### config.mk
export PLATFORM = sky130hd
export DESIGN_NAME = dmem_store_buffer
export DESIGN_NICKNAME = d
export VERILOG_FILES = /design/src/rtl/dmem_store_buffer.sv
export SDC_FILE = /design/constraint.sdc
export NUM_CORES = 1
export LEC_CHECK = 0
export ABC_AREA = 1
export CAP_MARGIN = 20
export CORE_ASPECT_RATIO = 2
export CORE_MARGIN = 2
export CORE_UTILIZATION = 25
export CTS_CLUSTER_SIZE = 40
export DETAILED_ROUTE_END_ITERATION = 8
export HOLD_SLACK_MARGIN = 0.08
export PLACE_DENSITY = 0.43
export SLEW_MARGIN = 5
export SYNTH_ARGS = -nofsm -noshare
export SYNTH_HDL_FRONTEND = slang
export SYNTH_SLANG_ARGS = --single-unit
### constraint.sdc
create_clock -name clk -period 5.7 [get_ports clk]
set_input_delay 1.14 -clock clk [delete_from_list [all_inputs] [get_ports clk]]
set_output_delay 1.14 -clock clk [all_outputs]
set_load 0.05 [all_outputs]
### src/rtl/dmem_store_buffer.sv
// dmem_store_buffer: store FIFO ahead of DMemBank with load priority and youngest-match forwarding
module dmem_store_buffer #(
    parameter int DEPTH = 4,
    parameter int AW    = 32,
    parameter int DW    = 32
) (
    input  logic                     clk,
    input  logic                     rst_n,
    input  logic                     st_valid,
    input  logic [AW-1:0]            st_addr,
    input  logic [DW-1:0]            st_data,
    output logic                     st_ready,
    input  logic                     ld_valid,
    input  logic [AW-1:0]            ld_addr,
    output logic [DW-1:0]            ld_data,
    output logic                     ld_fwd,
    input  logic                     sync,
    output logic                     sync_done,
    output logic [$clog2(DEPTH):0]   count,
    output logic                     mem_memread,
    output logic                     mem_memwrite,
    output logic [AW-1:0]            mem_address,
    output logic [DW-1:0]            mem_writedata,
    input  logic [DW-1:0]            mem_readdata
);
    localparam int PW = $clog2(DEPTH);
    typedef enum logic [1:0] {IDLE, DRAIN, STALL} state_t;
    state_t          r_state;
    logic [AW-1:0]   r_addr [DEPTH];
    logic [DW-1:0]   r_data [DEPTH];
    logic [DEPTH-1:0] r_valid;
    logic [PW-1:0]   r_head, r_tail;
    logic [PW:0]     r_count;
    logic            w_enq, w_retire;
    logic [PW-1:0]   w_idx;
    assign count         = r_count;
    assign st_ready      = r_count != (PW+1)'(DEPTH) && !sync;
    assign sync_done     = r_count == '0;
    assign w_enq         = st_valid && st_ready;
    assign w_retire      = mem_memwrite;
    assign mem_memread   = ld_valid;
    assign mem_memwrite  = !ld_valid && r_count != '0;
    assign mem_address   = ld_valid ? ld_addr : (mem_memwrite ? r_addr[r_head] : '0);
    assign mem_writedata = mem_memwrite ? r_data[r_head] : '0;
    // Walk oldest to youngest so the last hit is the youngest matching store
    always_comb begin
        ld_fwd  = 1'b0;
        ld_data = mem_readdata;
        w_idx   = r_head;
        for (int i = 0; i < DEPTH; i++) begin
            w_idx = r_head + PW'(i);
            if (ld_valid && r_valid[w_idx] && r_addr[w_idx] == ld_addr) begin
                ld_fwd  = 1'b1;
                ld_data = r_data[w_idx];
            end
        end
    end
    always_ff @(posedge clk) begin
        if (w_enq) begin
            r_addr[r_tail] <= st_addr;
            r_data[r_tail] <= st_data;
        end
    end
    always_ff @(posedge clk or negedge rst_n) begin
        if (!rst_n) begin
            r_head  <= '0;
            r_tail  <= '0;
            r_count <= '0;
            r_valid <= '0;
            r_state <= IDLE;
        end else begin
            if (w_retire) r_head <= r_head + PW'(1);
            if (w_enq) r_tail <= r_tail + PW'(1);
            r_count <= r_count + (PW+1)'(w_enq) - (PW+1)'(w_retire);
            for (int i = 0; i < DEPTH; i++) begin
                if (w_enq && r_tail == PW'(i)) r_valid[i] <= 1'b1;
                else if (w_retire && r_head == PW'(i)) r_valid[i] <= 1'b0;
            end
            case (r_state)
                IDLE:    if (w_enq) r_state <= DRAIN;
                DRAIN:   if (ld_valid) r_state <= STALL;
                         else if (w_retire && r_count == (PW+1)'(1) && !w_enq) r_state <= IDLE;
                STALL:   if (!ld_valid) r_state <= DRAIN;
                default: r_state <= IDLE;
            endcase
        end
    end
endmodule

# Yosys cells after proc, flatten, opt, wreduce, memory -nomap -nowiden
# Memory sizes are Yosys's and may differ from the RTL's.
# Cells that the tools add are included.
# word_totals
regBits	11
ram_bits	256
input_bits	133
mem_count	2
out_inout_bits	104
wordCells	88
# classes
n_reduce_logical	29
n_mux	29
order_cmp	4
addsub	6
eq_ne	11
# mem_list
name	words	width	rd	rd_ports_with_merged_regs	wr	line	rtl
r_addr	4	32	4	0	1	29	logic [AW-1:0] r_addr [DEPTH];
r_data	4	32	4	0	1	30	logic [DW-1:0] r_data [DEPTH];
# ops
cell	count
$mux W32	7
$eq A32 B32 Y1	4
$logic_and A1 B1 Y1	19
$mux W1	18
$lt A2 B3 Y1 const B	4
$bmux W1 S2	4
$eq A2 B2 Y1 const B	4
$reduce_bool A2 Y1	4
$add A2 B1 Y2 const B	2
$add A2 B2 Y2 const B	2
$eq A2 B1 Y1 const B	2
$logic_not A2 Y1	2
$add A3 B1 Y3	1
$logic_not A3 Y1	1
$ne A3 B3 Y1 const B	1
$reduce_bool A3 Y1	1
$sub A3 B1 Y3	1
$logic_not A1 Y1	2

# Longest topological paths before layout
# Gate-level depths: netlist (run 1).
# logic_depth
depth_word	8
mapped_depth	24
depth_no_buf	18

# Worst setup path after synthesis (run 1)
# Ideal clock, no wire load.
# synth_timing
path_kind	register to output
from	register r_head[1]
to	output ld_data[30]
setup_slack_ns	0.963
t_arrival_ns	3.597
required_ns	4.560
n_path_buf	6
stages_incl_launch_ff	23
path_cell_list	dfrtp_1 > inv_2 > buf_2 > buf_2 > buf_1 > clkbuf_1 > ha_1 > inv_2 > clkbuf_1 > nand3_1 > nand2_1 > xor2_1 > nand2_1 > nor2_1 > nand2_1 > inv_1 > nand2_1 > nor2_4 > buf_4 > nand3_1 > nand3_1 > nand2_1 > nand2_1
# synth_between
elab_chain_len	8
elab_cells_between_ends	29
cone_classes	add/sub (3); eq/ne (4); mux (12); reduce/logical (8); memory (2)
# synth_rtl
item	line	rtl
start, declared	32	logic [PW-1:0] r_head, r_tail;
start signal, assigned	72	if (w_retire) r_head <= r_head + PW'(1);
parallel branches: the longest is 7 deep, another holds $mem_v2 Z4 W32	-	
$mux W32 *	52	if (ld_valid && r_valid[w_idx] && r_addr[w_idx] == ld_addr) begin
end, declared	15	output logic [DW-1:0] ld_data,
# Every way passes the cells marked *. The select of a mux whose other input is x is not followed.

# Worst setup path in the final report (run 1)
# layout_timing
from	register r_head[0]
to	output ld_data[6]
# Same word-level chain as after synthesis.

==> results.toml, run 1 <==
[outcome]
status = "complete, no violations"

[clocking]
cts_max_level = 1
tritoncts = "done"
cts-root-buf = "clkbuf_16"
clockBufferDepth = 3
cts.sinks = 267
clock_latency_ns = 0.62
clkTransAtPathRegs_ns = 0.06
post_cts_buffers = 0
numCtsBuffers = 30
cts_hold_buf = 0

[grt]
grtUsageTotal = 0.2184
grt_max_degree = 158
grt_pass1_vias = 18854
overflow = 0
antenna_found_initial = 5
grt_pass1_wl_um = 124400

[floorplanning]
chipHeight_um = 395.3
rows = 143
ios = 237
design.die.area_mm2 = 0.07890
die_width_um = 199.6
start_util = 0.2522
design.core.area_mm2 = 0.07586

[power]
p_leak_uw = 0.01051
vdd_drop_max_uv = 380.7
pwr_density_cell_mw_per_mm2 = 575.6

[yosys]
synthArstFlopShare = 0.04120
avgSynthCellArea_um2 = 6.935
syn_nets = 2903
ys_seq_area_frac = 0.4161
synth_edf_count = 256
syn-instance-count = 2759
ys.flop_type = "edfxtp_1"
synth-warning-count = 0
ys_types = 41
synth_area_mm2 = 0.01913
ys_seq_elements = 267

[timing]
slew_headroom = 0.3199
post-route-min-period_ns = 5.456
fin_skew_ns = 0.01671
fin_tns_setup_ns = 0
rsz0062_at_grt = "false"
fmax_mhz = 183.3
final-setup-viol-count = 0
finalMaxSlewViolations = 0
fin_hold_ws_ns = 0.5097
hold_violations = 0
worstMarginPinSlew_ns = 1.020
period_share = 0.9572
setup_ws_ns = 0.2438

[cells_and_area]
fillers = 8242
final_common_cell = "nand2_1"
utilization = 0.3151
syn2layout_area_growth_pct = 24.95
layout_common_cells = "1051 x nand2_1, 398 x nand3_1, 258 x o21ai_0"
seq_area_mm2 = 0.007970
diodes = 0
multi_input_area_mm2 = 0.009375
drive_gt1_frac = 0.07055
fin_nets = 3056

[drt]
routedWlPerCell_um = 22.15
dr.pass1.iters = 8
vias_per_cell = 4.916
wl_um = 87470
drt_iter0_drc = 1328
ant_nets = 0
route.vias.total = 19414
drc = 0

[placement]
portBuffers = 236
gp_congestion = 1.001
place_hpwl_um = 65610
pre_cts_ws_ns = 0.4515

[worst_setup_path]
crit_top_cell = "nand2_1"
arrival_ns = 4.32
reg2reg_depth = 7
cp_slowest_cell = "dfrtp_4"
r2r_slack_ns = 3.08
cp.required_ns = 4.56
worst_setup_path_start_kind = "register"
reg2reg_from = "count[1]"
slowest_delay_ns = 0.51
crit_buf_inv = 6
end_kind = "output port"
critPathKind = "register to output port"
rr_endpoint = "r_data[1][18]"
crit_chain = "inv_4 > ha_4 > inv_2 > buf_12 > nand3_1 > nand2_1 > xor2_1 > nand2_1 > nor2_2 > nand2_1 > inv_1 > nand2_1 > nor2_4 > buf_4 > nand3_1 > nand3_1 > nand2_1 > nand2_1 > buf_4"
path_delay_family = "simple AND/OR/NAND/NOR gates"
crit_fanout = 50

[worst_hold_path]
min_path_type = "register to register"
hp-start = "r_valid[1]"
holdPathEnd = "r_valid[1]"
hold_depth = 2

[job]
drv_cap = 0
## synthesized netlist by cell type (17+ instances only)
cell type	n	area (um2)
edfxtp_1	256	7687
inv_1	259	972.2
clkbuf_1	56	210.2
nand2_1	1051	3945
buf_4	17	127.6
o22ai_1	33	206.5
nand3_1	398	1992
o211ai_1	47	352.8
buf_6	18	202.7
nor2_1	125	469.2
buf_1	21	78.83
o21ai_0	258	1291
xor2_1	24	210.2
a21oi_1	55	275.3
buf_2	44	220.2
nand4_1	21	131.4
## power breakdown
part / switching, uW / total [uW] / internal (uW)
clock network: 874 / 2080 / 1200
logic: 6560 / 9170 / 2610
registers: 109 / 2510 / 2400
## sequential cells by signal (all words and copies together), names as in the netlist
name / cells
count: 3
r_addr: 128
r_data: 128
r_head: 2
r_tail: 2
r_valid: 4
## per-stage QoR
step	cell area (um2)	std cells	power [uW]
after global placement	22890	3895	11700
after detailed placement	22890	3895	11750
after CTS	23900	3949	13890
after floorplan	19130	2759	8228
after global routing	23910	3949	14690
final	23910	3949	13760
## how the worst max path moves through the flow
stage / startpoint / to / slack, ns / depth (start not counted)
2_1_floorplan: r_head[1] / ld_data[30] / 0.96 / 22
3_3_place_gp: ld_addr[27] / ld_data[2] / 0.45 / 16
3_5_place_dp: ld_addr[26] / ld_data[2] / 0.45 / 14
4_1_cts: r_head[0] / ld_data[2] / 0.09 / 19
5_1_grt: r_head[0] / ld_data[6] / 0.06 / 19
6_report: r_head[0] / ld_data[6] / 0.24 / 19
## worst reg2reg max path, stage by stage, from the launching register on
cell and delay (ns):
dfrtp_1 0.44, nor2_1 0.06, a21oi_1 0.16, nand2_1 0.16
inv_1 0.18, nand2_1 0.12, clkinv_2 0.56, buf_4 0.55
## routing by layer
layer | routed length [um] | global-route usage | vias up
met4 | 6509 | 0.1425 | 8
li1 | - | - | 9430
met3 | 4723 | 0.02788 | 177
met2 | 46420 | 0.4116 | 770
met1 | 29750 | 0.2204 | 9029
met5 | 57 | 0 | -
## cell type report
type / count / share of cell area
clock buffer: 32 / 0.03260
sequential: 267 / 0.3334
inverter: 263 / 0.04171
timing repair buffer: 277 / 0.1373
multi-input combinational: 2073 / 0.3921
clock inverter: 22 / 0.009786
tap: 1015 / 0.05312
## kinds of logic after synthesis
logic type               Yosys count  share of synthesized area
AO/OA/AOI/OAI                    413                     0.1176
XOR/XNOR                          25                    0.01144
adder cells (fa/ha/maj)           11                   0.007585
buffers and inverters            419                    0.09560
flip-flops                       267                     0.4161
AND/OR/NAND/NOR                 1624                     0.3516
## timing repair
action	in CTS	in global routing
hold endpoints to repair	0	0
setup endpoints to repair	0	19
gates resized for setup	0	2
(Power assumes the default switching activity.)
==> run 2: changes to the inputs <==
--- a/config.mk
+++ b/config.mk
@@ -6,6 +6,7 @@
 export NUM_CORES = 1
 export LEC_CHECK = 0
 export ABC_AREA = 1
+export ABC_CLOCK_PERIOD_IN_PS = 5700
 export CAP_MARGIN = 20
 export CORE_ASPECT_RATIO = 2
 export CORE_MARGIN = 2
==> results of run 2 <==
The final DEF is identical to that of run 1; final timing and power are the same.
==> run 3: changes to the inputs <==
--- a/config.mk
+++ b/config.mk
@@ -15,7 +15,7 @@
 export DETAILED_ROUTE_END_ITERATION = 8
 export HOLD_SLACK_MARGIN = 0.08
 export PLACE_DENSITY = 0.43
-export SLEW_MARGIN = 5
+export SLEW_MARGIN = 20
 export SYNTH_ARGS = -nofsm -noshare
 export SYNTH_HDL_FRONTEND = slang
 export SYNTH_SLANG_ARGS = --single-unit
==> results of run 3 <==
The final DEF is identical to that of run 1; final timing and power are the same.
